--- src/rtl/mem_bus_arbiter_pkg.sv ---
// Shared types and defaults for the IF/MEM memory bus arbiter.
package mem_bus_arbiter_pkg;

    localparam int unsigned ADDR_W_DEF  = 32;
    localparam int unsigned DATA_W_DEF  = 32;
    localparam int unsigned SEL_W       = 4;
    localparam int unsigned CNT_W       = 8;
    localparam int unsigned TIMEOUT_DEF = 255;

    typedef enum logic [1:0] {
        ST_IDLE    = 2'b00,
        ST_IF_BUSY = 2'b01,
        ST_DM_BUSY = 2'b10,
        ST_DRAIN   = 2'b11
    } arb_state_t;

endpackage

--- src/rtl/mem_bus_arbiter_if.sv ---
// Single-port memory bus: arbiter is master, memory is slave.
interface mem_bus_arbiter_if #(
    parameter int unsigned ADDR_W = mem_bus_arbiter_pkg::ADDR_W_DEF,
    parameter int unsigned DATA_W = mem_bus_arbiter_pkg::DATA_W_DEF
);
    import mem_bus_arbiter_pkg::*;

    logic              bus_req;
    logic              bus_we;
    logic [SEL_W-1:0]  bus_sel;
    logic [ADDR_W-1:0] bus_addr;
    logic [DATA_W-1:0] bus_wdata;
    logic [DATA_W-1:0] bus_rdata;
    logic              bus_ack;

    modport master (
        output bus_req, bus_we, bus_sel, bus_addr, bus_wdata,
        input  bus_rdata, bus_ack
    );

    modport slave (
        input  bus_req, bus_we, bus_sel, bus_addr, bus_wdata,
        output bus_rdata, bus_ack
    );

endinterface

--- src/rtl/mem_bus_arbiter_bus_timeout_cnt.sv ---
// Counts busy cycles without bus_ack; expired_c flags the last allowed cycle.
module bus_timeout_cnt
    import mem_bus_arbiter_pkg::*;
#(
    parameter int unsigned TIMEOUT = TIMEOUT_DEF
) (
    input  logic clk,
    input  logic rst,
    input  logic clr,
    input  logic en,
    output logic expired_c
);

    logic [CNT_W-1:0] cnt_q, cnt_d;

    always_comb begin
        cnt_d = cnt_q;
        if (clr) begin
            cnt_d = '0;
        end else if (en) begin
            cnt_d = cnt_q + CNT_W'(1);
        end
    end

    always_ff @(posedge clk or negedge rst) begin
        if (!rst) begin
            cnt_q <= '0;
        end else begin
            cnt_q <= cnt_d;
        end
    end

    // Expiring on TIMEOUT-1 keeps bus_req high for exactly TIMEOUT cycles.
    assign expired_c = (cnt_q == CNT_W'(TIMEOUT - 1));

endmodule

--- src/rtl/mem_bus_arbiter.sv ---
// Arbitrates the shared memory bus between instruction fetch and data memory.
module mem_bus_arbiter
    import mem_bus_arbiter_pkg::*;
#(
    parameter int unsigned TIMEOUT = TIMEOUT_DEF,
    parameter int unsigned ADDR_W  = ADDR_W_DEF,
    parameter int unsigned DATA_W  = DATA_W_DEF
) (
    input  logic              clk,
    input  logic              rst,

    input  logic              if_req,
    input  logic [ADDR_W-1:0] if_addr,
    output logic [DATA_W-1:0] if_rdata,
    output logic              if_ready,

    input  logic              dm_req,
    input  logic              dm_we,
    input  logic [SEL_W-1:0]  dm_sel,
    input  logic [ADDR_W-1:0] dm_addr,
    input  logic [DATA_W-1:0] dm_wdata,
    output logic [DATA_W-1:0] dm_rdata,
    output logic              dm_ready,

    input  logic              flush,

    mem_bus_arbiter_if.master bus,

    output logic              stall_req,
    output logic              timeout_err
);

    arb_state_t        state_q, state_d;
    logic              bus_req_q, bus_req_d;
    logic              bus_we_q, bus_we_d;
    logic [SEL_W-1:0]  bus_sel_q, bus_sel_d;
    logic [ADDR_W-1:0] bus_addr_q, bus_addr_d;
    logic [DATA_W-1:0] bus_wdata_q, bus_wdata_d;
    logic [DATA_W-1:0] if_rdata_q, if_rdata_d;
    logic              if_ready_q, if_ready_d;
    logic [DATA_W-1:0] dm_rdata_q, dm_rdata_d;
    logic              dm_ready_q, dm_ready_d;
    logic              timeout_err_q, timeout_err_d;

    logic              cnt_clr, cnt_en, expired_c;

    bus_timeout_cnt #(
        .TIMEOUT (TIMEOUT)
    ) u_timeout_cnt (
        .clk       (clk),
        .rst       (rst),
        .clr       (cnt_clr),
        .en        (cnt_en),
        .expired_c (expired_c)
    );

    always_comb begin
        state_d       = state_q;
        bus_req_d     = bus_req_q;
        bus_we_d      = bus_we_q;
        bus_sel_d     = bus_sel_q;
        bus_addr_d    = bus_addr_q;
        bus_wdata_d   = bus_wdata_q;
        if_rdata_d    = if_rdata_q;
        if_ready_d    = 1'b0;
        dm_rdata_d    = dm_rdata_q;
        dm_ready_d    = 1'b0;
        timeout_err_d = timeout_err_q;
        cnt_clr       = 1'b0;
        cnt_en        = 1'b0;

        case (state_q)
            ST_IDLE: begin
                // Hold off while a stage may still be dropping its served request.
                if (!(if_ready_q || dm_ready_q || flush)) begin
                    if (dm_req) begin
                        state_d     = ST_DM_BUSY;
                        bus_req_d   = 1'b1;
                        bus_we_d    = dm_we;
                        bus_sel_d   = dm_sel;
                        bus_addr_d  = dm_addr;
                        bus_wdata_d = dm_wdata;
                        cnt_clr     = 1'b1;
                    end else if (if_req) begin
                        state_d     = ST_IF_BUSY;
                        bus_req_d   = 1'b1;
                        bus_we_d    = 1'b0;
                        bus_sel_d   = {SEL_W{1'b1}};
                        bus_addr_d  = if_addr;
                        bus_wdata_d = '0;
                        cnt_clr     = 1'b1;
                    end
                end
            end

            ST_IF_BUSY: begin
                if (bus.bus_ack) begin
                    state_d   = ST_IDLE;
                    bus_req_d = 1'b0;
                    cnt_clr   = 1'b1;
                    if (!flush) begin
                        if_rdata_d = bus.bus_rdata;
                        if_ready_d = 1'b1;
                    end
                end else if (expired_c) begin
                    state_d       = ST_IDLE;
                    bus_req_d     = 1'b0;
                    timeout_err_d = 1'b1;
                    cnt_clr       = 1'b1;
                    if (!flush) begin
                        if_rdata_d = '0;
                        if_ready_d = 1'b1;
                    end
                end else begin
                    cnt_en = 1'b1;
                    if (flush) begin
                        state_d = ST_DRAIN;
                    end
                end
            end

            ST_DM_BUSY: begin
                if (bus.bus_ack) begin
                    state_d    = ST_IDLE;
                    bus_req_d  = 1'b0;
                    dm_ready_d = 1'b1;
                    cnt_clr    = 1'b1;
                    if (!bus_we_q) begin
                        dm_rdata_d = bus.bus_rdata;
                    end
                end else if (expired_c) begin
                    state_d       = ST_IDLE;
                    bus_req_d     = 1'b0;
                    dm_ready_d    = 1'b1;
                    dm_rdata_d    = '0;
                    timeout_err_d = 1'b1;
                    cnt_clr       = 1'b1;
                end else begin
                    cnt_en = 1'b1;
                end
            end

            ST_DRAIN: begin
                // Flushed fetch: finish the bus cycle, discard the data.
                if (bus.bus_ack) begin
                    state_d   = ST_IDLE;
                    bus_req_d = 1'b0;
                    cnt_clr   = 1'b1;
                end else if (expired_c) begin
                    state_d       = ST_IDLE;
                    bus_req_d     = 1'b0;
                    timeout_err_d = 1'b1;
                    cnt_clr       = 1'b1;
                end else begin
                    cnt_en = 1'b1;
                end
            end

            default: state_d = ST_IDLE;
        endcase
    end

    always_ff @(posedge clk or negedge rst) begin
        if (!rst) begin
            state_q       <= ST_IDLE;
            bus_req_q     <= 1'b0;
            bus_we_q      <= 1'b0;
            bus_sel_q     <= '0;
            bus_addr_q    <= '0;
            bus_wdata_q   <= '0;
            if_rdata_q    <= '0;
            if_ready_q    <= 1'b0;
            dm_rdata_q    <= '0;
            dm_ready_q    <= 1'b0;
            timeout_err_q <= 1'b0;
        end else begin
            state_q       <= state_d;
            bus_req_q     <= bus_req_d;
            bus_we_q      <= bus_we_d;
            bus_sel_q     <= bus_sel_d;
            bus_addr_q    <= bus_addr_d;
            bus_wdata_q   <= bus_wdata_d;
            if_rdata_q    <= if_rdata_d;
            if_ready_q    <= if_ready_d;
            dm_rdata_q    <= dm_rdata_d;
            dm_ready_q    <= dm_ready_d;
            timeout_err_q <= timeout_err_d;
        end
    end

    assign bus.bus_req   = bus_req_q;
    assign bus.bus_we    = bus_we_q;
    assign bus.bus_sel   = bus_sel_q;
    assign bus.bus_addr  = bus_addr_q;
    assign bus.bus_wdata = bus_wdata_q;

    assign if_rdata    = if_rdata_q;
    assign if_ready    = if_ready_q;
    assign dm_rdata    = dm_rdata_q;
    assign dm_ready    = dm_ready_q;
    assign timeout_err = timeout_err_q;

    // Pipeline holds while any stage is waiting on the bus.
    assign stall_req = (if_req & ~if_ready_q) | (dm_req & ~dm_ready_q);

endmodule

--- src/flat_wrapper.sv ---
// flat-port wrapper written by rule: the top's interface ports become plain ports
module mem_bus_arbiter_flat import mem_bus_arbiter_pkg::*;
#(
    parameter int unsigned TIMEOUT = TIMEOUT_DEF,
    parameter int unsigned ADDR_W  = ADDR_W_DEF,
    parameter int unsigned DATA_W  = DATA_W_DEF
)
  (clk, rst, if_req, if_addr, if_rdata, if_ready, dm_req, dm_we, dm_sel, dm_addr, dm_wdata, dm_rdata, dm_ready, flush, stall_req, timeout_err, bus_bus_req, bus_bus_we, bus_bus_sel, bus_bus_addr, bus_bus_wdata, bus_bus_rdata, bus_bus_ack);
  mem_bus_arbiter_if #(.ADDR_W(ADDR_W), .DATA_W(DATA_W)) bus_i ();
  input  logic clk;
  input  logic rst;
  input  logic if_req;
  input  logic [ADDR_W-1:0] if_addr;
  output logic [DATA_W-1:0] if_rdata;
  output logic if_ready;
  input  logic dm_req;
  input  logic dm_we;
  input  logic [SEL_W-1:0] dm_sel;
  input  logic [ADDR_W-1:0] dm_addr;
  input  logic [DATA_W-1:0] dm_wdata;
  output logic [DATA_W-1:0] dm_rdata;
  output logic dm_ready;
  input  logic flush;
  output logic stall_req;
  output logic timeout_err;
  output wire logic [$bits(bus_i.bus_req)-1:0] bus_bus_req;
  output wire logic [$bits(bus_i.bus_we)-1:0] bus_bus_we;
  output wire logic [$bits(bus_i.bus_sel)-1:0] bus_bus_sel;
  output wire logic [$bits(bus_i.bus_addr)-1:0] bus_bus_addr;
  output wire logic [$bits(bus_i.bus_wdata)-1:0] bus_bus_wdata;
  input wire logic [$bits(bus_i.bus_rdata)-1:0] bus_bus_rdata;
  input wire logic [$bits(bus_i.bus_ack)-1:0] bus_bus_ack;
  assign bus_bus_req = bus_i.bus_req;
  assign bus_bus_we = bus_i.bus_we;
  assign bus_bus_sel = bus_i.bus_sel;
  assign bus_bus_addr = bus_i.bus_addr;
  assign bus_bus_wdata = bus_i.bus_wdata;
  assign bus_i.bus_rdata = bus_bus_rdata;
  assign bus_i.bus_ack = bus_bus_ack;
  mem_bus_arbiter #(.TIMEOUT(TIMEOUT), .ADDR_W(ADDR_W), .DATA_W(DATA_W)) u_core (.clk(clk), .rst(rst), .if_req(if_req), .if_addr(if_addr), .if_rdata(if_rdata), .if_ready(if_ready), .dm_req(dm_req), .dm_we(dm_we), .dm_sel(dm_sel), .dm_addr(dm_addr), .dm_wdata(dm_wdata), .dm_rdata(dm_rdata), .dm_ready(dm_ready), .flush(flush), .bus(bus_i), .stall_req(stall_req), .timeout_err(timeout_err));
endmodule
--- config.mk ---
export PLATFORM = sky130hd
export DESIGN_NAME = mem_bus_arbiter_flat
export DESIGN_NICKNAME = d
export VERILOG_FILES = /design/src/rtl/mem_bus_arbiter_pkg.sv /design/src/rtl/mem_bus_arbiter_if.sv /design/src/rtl/mem_bus_arbiter_bus_timeout_cnt.sv /design/src/rtl/mem_bus_arbiter.sv /design/src/flat_wrapper.sv
export SDC_FILE = /design/constraint.sdc
export NUM_CORES = 1
export LEC_CHECK = 0
export ABC_AREA = 1
export BUFFER_PORTS_ARGS = -buffer_cell sky130_fd_sc_hd__buf_4
export CAP_MARGIN = 20
export CORE_MARGIN = 10
export CORE_UTILIZATION = 25
export CTS_BUF_LIST = sky130_fd_sc_hd__clkbuf_16
export DETAILED_ROUTE_END_ITERATION = 6
export SLEW_MARGIN = 20
export SYNTH_ARGS = -nofsm -noshare
export SYNTH_HDL_FRONTEND = slang
export SYNTH_SLANG_ARGS = --single-unit
--- constraint.sdc ---
create_clock -name clk -period 2 [get_ports clk]
set_input_delay 0.1 -clock clk [delete_from_list [all_inputs] [get_ports clk]]
set_output_delay 0.1 -clock clk [all_outputs]
set_load 0.03 [all_outputs]
==> results.ini, run 1 <==
[final_layout]
final_cell_mix=buf_4, dfrtp_1, nand2_1
layout_commonest_cell=buf_4
area_growth_pct=63.5
drive_gt1_share_pct=40.4
design_area_um2=10300
nNetsFinal=1129
fillCellCount=2392
diodes=0

[clocking]
post-cts-setup-buffers=0
clock_latency_ns=0.41
cts-htree-levels=4
clkTransAtPathRegs_ns=0.07
root_buffer=clkbuf_16
clockBufferDepth=2
cts_tree=done
cts_buffers=17
cts.sinks=147

[timing]
max-slew-margin-rel_pct=61.6
period_share_pct=83.7
post-route-min-period_ns=1.67
hold_viol=0
setup_ws_ns=0.327
fin_setup_tns_ns=0
clock.fmax_mhz=598
finClkSkew_ns=0.00806
rsz0062_at_grt=false
worstMarginPinSlew_ns=0.576
finalSetupViolCount=0
drv_slew=0

[global_routing]
grt_max_degree=66
grt_overflow=0
grt_pass1_wl_um=33700
grt_pass1_vias=6289
grt_use_total_pct=13.3
grt_antenna_before_repair=0

[die]
die_h_um=179
dieWidth_um=179
dieArea_um2=32100
start_util_pct=25.3
rows=58
io_pins=277
coreArea_um2=25000

[synth]
synth_ff_type=dfrtp_1
synth_nets=756
synth_area_um2=6330
synth_seq_cells=147
async_reset_ff_share_pct=100
synth_edf_count=0
avgSynthCellArea_um2=10.3
ys_seq_area_share_pct=58.1
ys_types=28
synthCells=615
ys_warn_count=0

[placement]
placed_area_um2=8780
gp_congestion=0.787
numPortBuffers=276
dp_slack_ns=0.277
dpl.hpwl_um=15400

[power]
p_leak_nw=5.11
peakVddDrop_v=0.000772
p_per_area_nw_per_um2=1530

[setup_path]
critPathKind=reg -> reg
worstSetupEndpoint=u_core.bus.bus_addr[1]
worstPathArrival_ns=1.99
crit_path_start_kind=register
end_kind=register
r2r_cells=6
regToRegStartpoint=u_core.dm_ready
r2r_slack_ns=0.33
required_ns=2.31
timing.rr.end=u_core.bus.bus_addr[1]
critPathLaunch=u_core.dm_ready
crit_fanout=31

[detailed_routing]
drc=0
dr.pass1.iters=5
vias_per_cell=4.33
via_count=5768
drt_iter0_markers=307
routed_wl_um=21800
drtAntennaViolNets=0
post_drt_wl_per_cell_um=16.4

[run]
drv_cap=0

[outcome]
outcome=finished clean

[hold_path]
hold_path_class=in -> reg

==> cell families after synthesis <==
logic type                 Yosys count  synth area share, %
xor gates and xnor gates             1                0.138
and+or+nand+nor                    261                 17.3
DFF                                147                 58.1
AOI/OAI and AO/OA                  143                 18.3
adders and majority gates            2                0.395
buffers and inverters               61                 5.69
==> Yosys cell counts, types with 2 or more instances <==
cell	n	share of area, %
a22o_1	33	4.6
buf_2	9	0.71
buf_6	16	2.8
clkbuf_1	13	0.77
dfrtp_1	147	58
ha_1	2	0.40
inv_1	21	1.2
nand2_1	144	8.5
nand2_2	22	2.2
nand3_1	10	0.79
nand4_1	3	0.30
nor2_1	75	4.4
nor2_2	2	0.20
nor2_4	2	0.36
o21ai_0	7	0.55
o21ai_1	36	2.8
o21ai_2	28	3.9
o22a_1	4	0.55
o22ai_1	2	0.20
o31ai_1	9	1.1
o31ai_2	23	4.5
==> flip-flops by register name, summed over array words and instances, names as in the netlist <==
register / cells
u_core.if_ready: 1
u_core.bus.bus_sel: 4
u_core.bus.bus_addr: 32
u_core.u_timeout_cnt.cnt_q: 8
u_core.timeout_err: 1
u_core.state_q: 2
u_core.if_rdata: 32
u_core.bus.bus_req: 1
u_core.dm_rdata: 32
u_core.dm_ready: 1
u_core.bus.bus_we: 1
u_core.bus.bus_wdata: 32
==> per-layer routing <==
layer	track usage, %	up-vias	routed length [um]
li1	-	2808	-
met4	4.30	0	467
met5	0	-	0
met1	15.5	2698	9030
met3	6.87	21	2580
met2	20.6	241	9720
==> final cells by class <==
cell class              count  area (um2)  share of cell area [%]
well taps                 330         413                    3.99
clock inverters            15         155                    1.50
multi-input cells         407        2300                    22.2
repair buffers            392        3290                    31.8
flip-flops and latches    147        3680                    35.5
inverters                  23        86.3                   0.834
clock buffers              17         425                    4.11
==> worst min-delay path by stage <==
stage                startpoint                 endpoint  slack (ns)  depth (start not counted)
detailed placement          rst      u_core.if_rdata[22]        0.11                          1
CTS                  dm_addr[0]   u_core.bus.bus_addr[0]      0.0007                          3
finish              if_addr[20]  u_core.bus.bus_addr[20]        0.02                          3
floorplan                   rst   u_core.bus.bus_addr[0]       -0.20                          0
global route        if_addr[23]  u_core.bus.bus_addr[23]       0.005                          3
global placement            rst      u_core.dm_rdata[22]        0.11                          1
==> report_power, final <==
| part | internal, W | switching, W |
|---|---|---|
| sequential | 0.00425 | 0.000863 |
| combinational | 0.00296 | 0.00462 |
| clock | 0.00185 | 0.00133 |
==> worst max-delay path, stage by stage (launching register included) <==
cell and delay (ns):
dfrtp_1 0.40, nor2_1 0.11, nand2_1 0.14, nor2_2 0.18, nand2_4 0.25, buf_4 0.27, o31ai_1 0.21
==> metrics by stage <==
stage / hold slack [ns] / total power, W / utilization, % / std cells
6_report: 0.0231 / 0.0159 / 41.3 / 1331
3_5_place_dp: 0.110 / 0.0126 / 35.1 / 1200
4_1_cts: 0.000703 / 0.0161 / 41.3 / 1329
5_1_grt: 0.00512 / 0.0168 / 41.3 / 1331
2_1_floorplan: -0.196 / 0.00954 / - / 615
3_3_place_gp: 0.114 / 0.0126 / 35.1 / 1200
==> what timing repair did <==
item / CTS / global route
hold buffers: 97 / 2
gates resized for setup: 0 / 0
endpoints found under the hold margin: 166 / 2
Power figures use the tool's default switching activity.
==> inputs of run 2 (changes only) <==
==> constraint.sdc (replaced) <==
create_clock -name clk -period 1.7 [get_ports clk]
set_input_delay 0.085 -clock clk [delete_from_list [all_inputs] [get_ports clk]]
set_output_delay 0.085 -clock clk [all_outputs]
set_load 0.03 [all_outputs]
==> run 2 against run 1 <==
Clock power rose by 22%. Count of clock-buffer cells in the layout stayed put. Global-route usage rose by 0.54 points. Maximum frequency grew 2.2%. Total power is 22% higher. Critical endpoint is now u_core.dm_rdata[14]. Largest cell class is now buffers. Largest power group unchanged.
==> results.ini, run 2 (same netlist as run 1, synthesis figures left out) <==
[timing]
rsz0062_at_grt=true
drv_slew=0  ; unchanged
clock.fmax_mhz=611  ; +2.2%
period_share_pct=96.3  ; +13 points
post-route-min-period_ns=1.64  ; -0.0362 ns
fin_setup_tns_ns=0  ; unchanged
setup_ws_ns=0.0630  ; -0.264 ns
finalSetupViolCount=0  ; unchanged
worstMarginPinSlew_ns=0.387  ; -0.189 ns
max-slew-margin-rel_pct=74.2  ; +13 points
hold_viol=0  ; unchanged
finClkSkew_ns=0.0226  ; +0.0146 ns

[setup_path]
end_kind=register
crit_fanout=8  ; -74%
regToRegStartpoint=u_core.u_timeout_cnt.cnt_q[0]
r2r_slack_ns=0.06  ; -0.26 ns
required_ns=2.00  ; -0.31 ns
worstPathArrival_ns=1.94  ; -0.05 ns
critPathKind=reg -> reg
r2r_cells=10  ; +4
timing.rr.end=u_core.dm_rdata[14]
crit_path_start_kind=register

[detailed_routing]
routed_wl_um=24400  ; +12%
drt_iter0_markers=362  ; +18%
vias_per_cell=4.47  ; +3.1%
dr.pass1.iters=5  ; unchanged
post_drt_wl_per_cell_um=17.8  ; +8.4%
drtAntennaViolNets=0  ; unchanged
via_count=6149  ; +6.6%
drc=0  ; unchanged

[power]
p_leak_nw=5.42  ; +6.0%
p_per_area_nw_per_um2=1760  ; +15%
peakVddDrop_v=0.000929  ; +20%
total_power_w=0.0194  ; +22%

[outcome]
outcome=finished clean

[clocking]
cts_tree=done
cts-htree-levels=4  ; unchanged
root_buffer=clkbuf_16
clock_latency_ns=0.43  ; +0.02 ns
cts_buffers=17  ; unchanged
clkTransAtPathRegs_ns=0.07  ; about the same
clockBufferDepth=2  ; unchanged
cts.sinks=147  ; unchanged

[final_layout]
drive_gt1_share_pct=43.4  ; +3.1 points
nNetsFinal=1173  ; +3.9%
final_cell_mix=buf_4, dfrtp_1, nand2_1
layout_commonest_cell=buf_4
stdcell_count=1376  ; +3.4%
fin_util_pct=44.0  ; +2.7 points
area_growth_pct=74.2

[hold_path]
worstHoldPathCells=3  ; unchanged
holdPathEnd=u_core.dm_rdata[23]
min_from=bus_bus_rdata[23]
hold_path_class=in -> reg

[placement]
dp_slack_ns=0.0613  ; -0.216 ns
numPortBuffers=276  ; unchanged
dpl.hpwl_um=15700  ; +1.8%
gp_congestion=0.785  ; -0.20%
placed_cells=1203  ; +0.25%

[global_routing]
grt_antenna_before_repair=0  ; unchanged
grt_pass1_vias=6496  ; +3.3%
grt_use_total_pct=13.8  ; +0.54 points
grt_max_degree=66  ; unchanged
grt_pass1_wl_um=35200  ; +4.5%
grt_overflow=0  ; unchanged

[run]
drv_cap=0  ; unchanged

[die]
rows=58  ; unchanged
dieWidth_um=179  ; unchanged
io_pins=277  ; unchanged
coreArea_um2=25000  ; unchanged
die_h_um=179  ; unchanged
start_util_pct=25.3  ; unchanged
dieArea_um2=32100  ; unchanged

run 2: cell count changes in the layout (fill, tap and decap cells not counted), sizes merged:
cell,change
clkbuf,+6
dlygate4sd3,+25
diode,+1
inv,+4
clkinvlp,-4
buf,+13
run 2: area by class of cell:
type | count | area, um2
Fill cell | 2329 | 14000
Timing Repair Buffer | 436 | 3820
Sequential cell | 147 | 3680
Multi-Input combinational cell | 407 | 2430
Clock buffer | 17 | 425
Tap cell | 330 | 413
Clock inverter | 15 | 169
Inverter | 23 | 86.3
Antenna cell | 1 | 2.50
run 2: critical path: stages (launching register included):
cell	delay [ns]
dfrtp_1	0.41
inv_2	0.10
ha_4	0.13
inv_2	0.04
nor2_4	0.08
nand2_2	0.08
nand2_4	0.11
nand3_4	0.20
clkbuf_16	0.26
nand2_2	0.07
o21ai_2	0.04
run 2: how the worst max path moves through the flow:
stage | startpoint | end | slack (ns)
5_1_grt | u_core.u_timeout_cnt.cnt_q[0] | u_core.dm_rdata[17] | -0.02
2_1_floorplan | u_core.u_timeout_cnt.cnt_q[0] | u_core.if_rdata[22] | 0.18
6_report | u_core.u_timeout_cnt.cnt_q[0] | u_core.dm_rdata[14] | 0.06
3_3_place_gp | u_core.u_timeout_cnt.cnt_q[0] | u_core.if_rdata[0] | 0.09
4_1_cts | u_core.u_timeout_cnt.cnt_q[0] | u_core.if_rdata[31] | 0.05
3_5_place_dp | u_core.u_timeout_cnt.cnt_q[0] | u_core.if_rdata[3] | 0.06
run 2: power breakdown:
group          switching (W)  internal (W)
clock network        0.00166       0.00221
registers            0.00108       0.00500
logic                0.00568       0.00376
run 2: stage by stage:
stage	hold WS [ns]	cell area (um2)
finish	0.0124	11000
global route	0.00151	11000
CTS	0.0000127	10600
detailed placement	0.0211	8790
global placement	0.0185	8790
floorplan	-0.211	6330
run 2: metal layers:
layer  up-vias  global-route usage [%]  wire, um
met5         -                       0         0
met4         0                    4.95       471
met3        25                    6.49      2590
met2       262                    21.2     11300
met1      2971                    16.6     10000
li1       2891                       -         -
run 2: repair_timing:
action                                  in CTS  in global routing
hold buffers                               123                  1
hold endpoints to repair                   271                  1
endpoints found under the setup margin       0                 66
resized for setup                            0                 42
buffers inserted                             0                  4
